[config.mk]
export PLATFORM = sky130hd
export DESIGN_NAME = if_stage_flat
export DESIGN_NICKNAME = d
export VERILOG_FILES = /design/src/rtl/if_stage_if.sv /design/src/rtl/if_stage.sv /design/src/flat_wrapper.sv
export SDC_FILE = /design/constraint.sdc
export NUM_CORES = 1
export LEC_CHECK = 0
export CORE_ASPECT_RATIO = 1.5
export CORE_MARGIN = 3
export CORE_UTILIZATION = 52
export DETAILED_ROUTE_END_ITERATION = 12
export PLACE_DENSITY = 0.85
export SKIP_CTS_REPAIR_TIMING = 1
export SYNTH_ARGS = -nofsm -noshare
export SYNTH_HDL_FRONTEND = slang
export SYNTH_SLANG_ARGS = --single-unit
[constraint.sdc]
create_clock -name clk -period 6.95 [get_ports clk]
set_input_delay 0.695 -clock clk [delete_from_list [all_inputs] [get_ports clk]]
set_output_delay 0.695 -clock clk [all_outputs]
set_load 0.005 [all_outputs]
[src/rtl/if_stage_if.sv]
// Handshake bundle between the fetch stage, instruction memory, branch unit and decode.
// The master modport is the fetch stage's view; the slave modport is its environment's view.
interface if_stage_if;
  logic        imem_req_valid;
  logic        imem_req_ready;
  logic [63:0] imem_req_addr;
  logic        imem_resp_valid;
  logic [63:0] imem_resp_data;
  logic        redirect_valid;
  logic [63:0] redirect_pc;
  logic        id_valid;
  logic        id_ready;
  logic [31:0] inst;
  logic [63:0] inst_addr;

  modport master (
    output imem_req_valid, imem_req_addr, id_valid, inst, inst_addr,
    input  imem_req_ready, imem_resp_valid, imem_resp_data,
    input  redirect_valid, redirect_pc, id_ready
  );

  modport slave (
    input  imem_req_valid, imem_req_addr, id_valid, inst, inst_addr,
    output imem_req_ready, imem_resp_valid, imem_resp_data,
    output redirect_valid, redirect_pc, id_ready
  );
endinterface

[src/rtl/if_stage.sv]
// RV64I fetch stage: PC, credit-limited imem requests, DEPTH-entry buffer to decode.
// Response to id_valid is one cycle (registered buffer); id_ready low stalls via credits.
module if_stage #(
  parameter logic [63:0] RESET_PC = 64'h0000_0000_8000_0000,
  parameter int          DEPTH    = 2
) (
  input logic      clk,
  input logic      rst,
  if_stage_if.master bus
);
  localparam int CW = $clog2(DEPTH + 1);
  localparam int AW = $clog2(DEPTH);
  localparam logic [CW:0] DEPTH_C = (CW + 1)'(DEPTH);

  logic [63:0]   pc;
  logic [63:0]   resp_pc;
  logic [CW-1:0] inflight;
  logic [CW-1:0] drop_cnt;
  logic [CW-1:0] count;
  logic [AW-1:0] wr_ptr;
  logic [AW-1:0] rd_ptr;
  logic [31:0]   fifo_inst [DEPTH];
  logic [63:0]   fifo_pc   [DEPTH];

  logic          empty;
  logic          req_fire;
  logic          resp_drop;
  logic          push;
  logic          pop;
  logic [31:0]   resp_word;
  logic [63:0]   redirect_base;
  logic [CW-1:0] inflight_after_resp;

  assign empty     = (count == '0);
  assign req_fire  = bus.imem_req_valid & bus.imem_req_ready;
  assign resp_drop = (drop_cnt != '0);
  assign push      = bus.imem_resp_valid & ~resp_drop & ~bus.redirect_valid;
  assign pop       = bus.id_valid & bus.id_ready;
  assign resp_word = resp_pc[2] ? bus.imem_resp_data[63:32] : bus.imem_resp_data[31:0];
  assign redirect_base       = {bus.redirect_pc[63:2], 2'b00};
  assign inflight_after_resp = inflight - CW'(bus.imem_resp_valid);

  // Credits cover both outstanding requests and buffered words, so a response always has a slot.
  assign bus.imem_req_valid = rst & ~bus.redirect_valid
                            & (({1'b0, inflight} + {1'b0, count}) < DEPTH_C);
  assign bus.imem_req_addr  = {pc[63:3], 3'b000};
  assign bus.id_valid       = rst & ~empty & ~bus.redirect_valid;
  assign bus.inst           = (rst & ~empty) ? fifo_inst[rd_ptr] : 32'd0;
  assign bus.inst_addr      = (rst & ~empty) ? fifo_pc[rd_ptr]   : 64'd0;

  always_ff @(posedge clk) begin
    if (!rst) begin
      pc       <= RESET_PC;
      resp_pc  <= RESET_PC;
      inflight <= '0;
      drop_cnt <= '0;
      count    <= '0;
      wr_ptr   <= '0;
      rd_ptr   <= '0;
    end else if (bus.redirect_valid) begin
      // Every request still outstanding belongs to the wrong path.
      pc       <= redirect_base;
      resp_pc  <= redirect_base;
      inflight <= inflight_after_resp;
      drop_cnt <= inflight_after_resp;
      count    <= '0;
      wr_ptr   <= '0;
      rd_ptr   <= '0;
    end else begin
      if (req_fire) pc <= pc + 64'd4;
      inflight <= inflight + CW'(req_fire) - CW'(bus.imem_resp_valid);
      if (bus.imem_resp_valid && resp_drop) drop_cnt <= drop_cnt - CW'(1);
      if (push) begin
        fifo_inst[wr_ptr] <= resp_word;
        fifo_pc[wr_ptr]   <= resp_pc;
        wr_ptr            <= wr_ptr + AW'(1);
        resp_pc           <= resp_pc + 64'd4;
      end
      if (pop) rd_ptr <= rd_ptr + AW'(1);
      count <= count + CW'(push) - CW'(pop);
    end
  end

  always @(posedge clk) begin
    if (rst) begin
      assert (({1'b0, inflight} + {1'b0, count}) <= DEPTH_C);
      assert (drop_cnt <= inflight);
      assert (!(bus.imem_resp_valid && inflight == '0));
      assert (!(push && !pop && count == CW'(DEPTH)));
    end
  end
endmodule

[src/flat_wrapper.sv]
// flat-port wrapper written by rule: the top's interface ports become plain ports
module if_stage_flat 
#(
  parameter logic [63:0] RESET_PC = 64'h0000_0000_8000_0000,
  parameter int          DEPTH    = 2
)
  (clk, rst, bus_imem_req_valid, bus_imem_req_addr, bus_id_valid, bus_inst, bus_inst_addr, bus_imem_req_ready, bus_imem_resp_valid, bus_imem_resp_data, bus_redirect_valid, bus_redirect_pc, bus_id_ready);
  if_stage_if bus_i ();
  input logic clk;
  input logic rst;
  output wire logic [$bits(bus_i.imem_req_valid)-1:0] bus_imem_req_valid;
  output wire logic [$bits(bus_i.imem_req_addr)-1:0] bus_imem_req_addr;
  output wire logic [$bits(bus_i.id_valid)-1:0] bus_id_valid;
  output wire logic [$bits(bus_i.inst)-1:0] bus_inst;
  output wire logic [$bits(bus_i.inst_addr)-1:0] bus_inst_addr;
  input wire logic [$bits(bus_i.imem_req_ready)-1:0] bus_imem_req_ready;
  input wire logic [$bits(bus_i.imem_resp_valid)-1:0] bus_imem_resp_valid;
  input wire logic [$bits(bus_i.imem_resp_data)-1:0] bus_imem_resp_data;
  input wire logic [$bits(bus_i.redirect_valid)-1:0] bus_redirect_valid;
  input wire logic [$bits(bus_i.redirect_pc)-1:0] bus_redirect_pc;
  input wire logic [$bits(bus_i.id_ready)-1:0] bus_id_ready;
  assign bus_imem_req_valid = bus_i.imem_req_valid;
  assign bus_imem_req_addr = bus_i.imem_req_addr;
  assign bus_id_valid = bus_i.id_valid;
  assign bus_inst = bus_i.inst;
  assign bus_inst_addr = bus_i.inst_addr;
  assign bus_i.imem_req_ready = bus_imem_req_ready;
  assign bus_i.imem_resp_valid = bus_imem_resp_valid;
  assign bus_i.imem_resp_data = bus_imem_resp_data;
  assign bus_i.redirect_valid = bus_redirect_valid;
  assign bus_i.redirect_pc = bus_redirect_pc;
  assign bus_i.id_ready = bus_id_ready;
  if_stage #(.RESET_PC(RESET_PC), .DEPTH(DEPTH)) u_core (.clk(clk), .rst(rst), .bus(bus_i));
endmodule
==> implementation parameters <==
Parameter                              Value

STA
  Maximum clock rate    252 MHz
  Final critical-path required period    3.97 ns
  Total Negative Setup Slacks    0 ns
  Worst slew margin    0.306
  Final Cycle Share    0.571
  Final hold violations    0
  Transition time of the tightest slew-check pin    1.03 ns
  Setup Skew    0.0166 ns
  Number of setup violations in the final report    0
  Slew Limit Fails    0
  RSZ-0062 raised after global routing    no

Synth
  Most common library cells after synthesis    sky130_fd_sc_hd__edfxtp_1 (188), sky130_fd_sc_hd__nor2_1 (156), sky130_fd_sc_hd__dfxtp_1 (133), sky130_fd_sc_hd__mux2i_1 (98), sky130_fd_sc_hd__nand2_1 (88)
  Largest area contributor in the synthesized netlist    sky130_fd_sc_hd__edfxtp_1
  Share of flip-flops with an asynchronous set or reset    0
  Largest cells by area after synthesis    sky130_fd_sc_hd__edfxtp_1 (36%), sky130_fd_sc_hd__dfxtp_1 (17%), sky130_fd_sc_hd__mux2i_1 (6.2%), sky130_fd_sc_hd__nor2_1 (3.7%), sky130_fd_sc_hd__buf_4 (3.1%)
  Count of cell types in the netlist    62
  Average cell area after synthesis    10.3 um^2
  Yosys Warn Count    0
  Ys flop type    sky130_fd_sc_hd__edfxtp_1
  Register area share after synthesis    0.524
  Number of synthesized flops with an enable pin    188
  Total standard cell area after synthesis    15900 um^2
  Synthesis-stage register bit count    321
  Fraction of synthesized cell area taken by the top area cell type    0.356
  Cell with the most instances after synthesis    sky130_fd_sc_hd__edfxtp_1
  Cells after synthesis    1534

Clocking
  Clock slew seen by the registers of the worst setup and hold paths    0.07 ns
  CTS buffer count    29
  TritonCTS clock tree    built
  Number of levels in the clock H-tree    1
  CTS root buf    sky130_fd_sc_hd__clkbuf_16
  Maximum clock path buffer count    3
  Clock Sink Count    321
  Clock latency on the worst-skew pair    0.55 ns

Critical path
  Cell with the largest stage delay on the worst path    sky130_fd_sc_hd__dfxtp_4
  Largest fanout of any net on the critical path    59
  Arrival time of data at the critical path endpoint    3.27 ns
  Startpoint class of the critical path    flop
  Series of cell instances along the critical path    buf_4 > mux2i_1 > nor2_1 > clkdlybuf4s50_1
  Endpoint type of the worst setup path    output pin
  Required time of the critical path    6.25 ns
  Delay-heaviest family, CP    buffers and inverters
  WP buf/inv    2
  Critical path type    reg2out
  CP peak stage delay    1.02 ns

Drt
  Residual DRC    0
  Via-to-Cell Ratio    6.15
  Remaining antenna violation count after routing    0
  Number of search-and-repair iterations in the first detailed-routing pass    5
  Routed WL    43900 um
  Average detailed-routed wire length per instance    20.5 um
  DR vias    13164
  Detailed Route Iter0 Violations    1037

Placed design
  Buffers added on ports    288
  Count of placed standard cells including taps    2086
  Final RePlAce weighted congestion    0.990
  Dpl hpwl    31000 um

Die
  Area of the core    29800 um^2
  I/O pin total    296
  Horizontal die dimension    149 um
  Die Y-Extent    220 um
  Count of standard-cell rows    77
  DIE AREA    32700 um^2
  Starting Density    0.533

Global route
  Largest net degree at the start of global routing    105
  Routing usage on met2    0.437
  Most used routing layer in global routing    met2
  Antenna violations before repair    0
  Overflow left after global routing    0
  Overall fraction of global-route tracks in use    0.255
  Met1 Use GR    0.319
  Number of global-route vias before repair    12431
  Wire length of the first global-routing pass    67100 um
  Global routing met3 resource utilization    0.0286

Final layout
  Antenna Cells    0
  Final Instance Count excl. Fillers    2139
  Area growth from synthesis to final layout    22.8%
  Share of post-route cells with drive strength above 1    0.0654
  Final net count    1864

Hold path
  Hold Path Class    reg2reg

Run
  Max-cap violations    0

Power
  Leak Pwr    6.14 nW
  Power density normalized to cell area    214 nW/um^2
  VDD IR max    0.154 mV

Status
  Result of the run    completed
## where the power goes
| part | total, mW | leakage [nW] | internal (mW) | switching [mW] |
|---|---|---|---|---|
| clock network | 1.54 | 0.446 | 0.857 | 0.684 |
| registers | 2.19 | 2.83 | 2.10 | 0.0955 |
| logic | 0.429 | 2.87 | 0.216 | 0.213 |
## final cells by class
class                           instances  area, um^2
Clock inverter                         14        95.1
Clock buffer                           39         815
Multi-Input combinational cell       1042        6670
Inverter                               23        87.6
Tap cell                              395         494
Sequential cell                       321        8310
Fill cell                            2301       10300
Timing Repair Buffer                  305        3000
## routing by layer
layer | up-vias | wire length, um
li1 | 6116 | -
met1 | 6200 | 16600
met2 | 700 | 21500
met3 | 148 | 3340
met4 | 0 | 2360
met5 | - | 0
## stage by stage
step | setup WS (ns) | instance area (um^2) | util | hold slack (ns) | total power [mW]
final | 2.98 | 19500 | 0.654 | 0.458 | 4.16
after global routing | 2.83 | 19500 | 0.654 | 0.473 | 4.29
after CTS | 2.90 | 19500 | 0.654 | 0.459 | 4.17
after detailed placement | 2.97 | 18600 | 0.624 | 0.444 | 2.65
after global placement | 2.97 | 18600 | 0.624 | 0.433 | 2.64
after floorplan | 1.17 | 15900 | - | 0.426 | 2.45
## sequential cells by signal, indices dropped and copies added, names as in the netlist, named ones only
name	flops
u_core.pc	62
u_core.fifo_inst	64
u_core.inflight	2
u_core.rd_ptr	1
u_core.drop_cnt	2
u_core.fifo_pc	124
u_core.wr_ptr	1
u_core.count	2
u_core.resp_pc	62
## cells in the final DEF (no fill, tap or decap), types with 4 or more instances in the layout
master                            netlist  final
sky130_fd_sc_hd__a211oi_1              11     11
sky130_fd_sc_hd__a21oi_1               61     61
sky130_fd_sc_hd__a22oi_1                4      4
sky130_fd_sc_hd__a311oi_1               4      4
sky130_fd_sc_hd__a31oi_1               33     33
sky130_fd_sc_hd__a32oi_1                8      8
sky130_fd_sc_hd__and2_1                10     10
sky130_fd_sc_hd__and3_1                32     31
sky130_fd_sc_hd__and4_1                20     20
sky130_fd_sc_hd__buf_4                 66     17
sky130_fd_sc_hd__clkbuf_1              69      6
sky130_fd_sc_hd__clkbuf_16              0     30
sky130_fd_sc_hd__clkdlybuf4s50_1        0    286
sky130_fd_sc_hd__clkinv_1               0      4
sky130_fd_sc_hd__clkinv_2               0      8
sky130_fd_sc_hd__conb_1                 1      5
sky130_fd_sc_hd__dfxtp_1              133    131
sky130_fd_sc_hd__edfxtp_1             188    188
sky130_fd_sc_hd__ha_1                   7      7
sky130_fd_sc_hd__inv_1                 23     22
sky130_fd_sc_hd__mux2_2                34     34
sky130_fd_sc_hd__mux2i_1               98     98
sky130_fd_sc_hd__nand2_1               88     88
sky130_fd_sc_hd__nand3_1               59     59
sky130_fd_sc_hd__nand4_1               70     70
sky130_fd_sc_hd__nor2_1               156    155
sky130_fd_sc_hd__nor3_1                36     36
sky130_fd_sc_hd__nor3b_1                5      5
sky130_fd_sc_hd__nor4_1                28     28
sky130_fd_sc_hd__nor4b_1                6      6
sky130_fd_sc_hd__o211ai_1              15     15
sky130_fd_sc_hd__o21ai_0               79     79
sky130_fd_sc_hd__o311ai_0               6      6
sky130_fd_sc_hd__o31ai_1               18     18
sky130_fd_sc_hd__or3_1                 19     19
sky130_fd_sc_hd__or4_1                 31     31
sky130_fd_sc_hd__xnor2_1               31     31
sky130_fd_sc_hd__xor2_1                26     26
## worst paths after layout
| check | from | end | slack (ns) | cells after the start |
|---|---|---|---|---|
| max | flop | bus_inst_addr[44] | 2.98 | 4 |
| min | u_core.resp_pc[58] | u_core.fifo_pc[0][58] | 0.46 | 0 |
| max reg2reg | u_core.count[0] | u_core.pc[57] | 3.55 | 11 |
| min reg2reg | u_core.resp_pc[58] | u_core.fifo_pc[0][58] | 0.46 | 0 |
## kinds of logic after synthesis
| kind of cell | Yosys count | share of synthesized area |
|---|---|---|
| and+or+nand+nor | 579 | 0.193 |
| DFF | 321 | 0.524 |
| AOI/OAI and AO/OA | 261 | 0.101 |
| buffers and inverters | 175 | 0.0576 |
| muxes | 132 | 0.0860 |
| xor gates and xnor gates | 57 | 0.0315 |
| adders and majority gates | 8 | 0.00679 |
| other | 1 | 0.000236 |
Note: power is estimated with default switching activity, not from simulation.
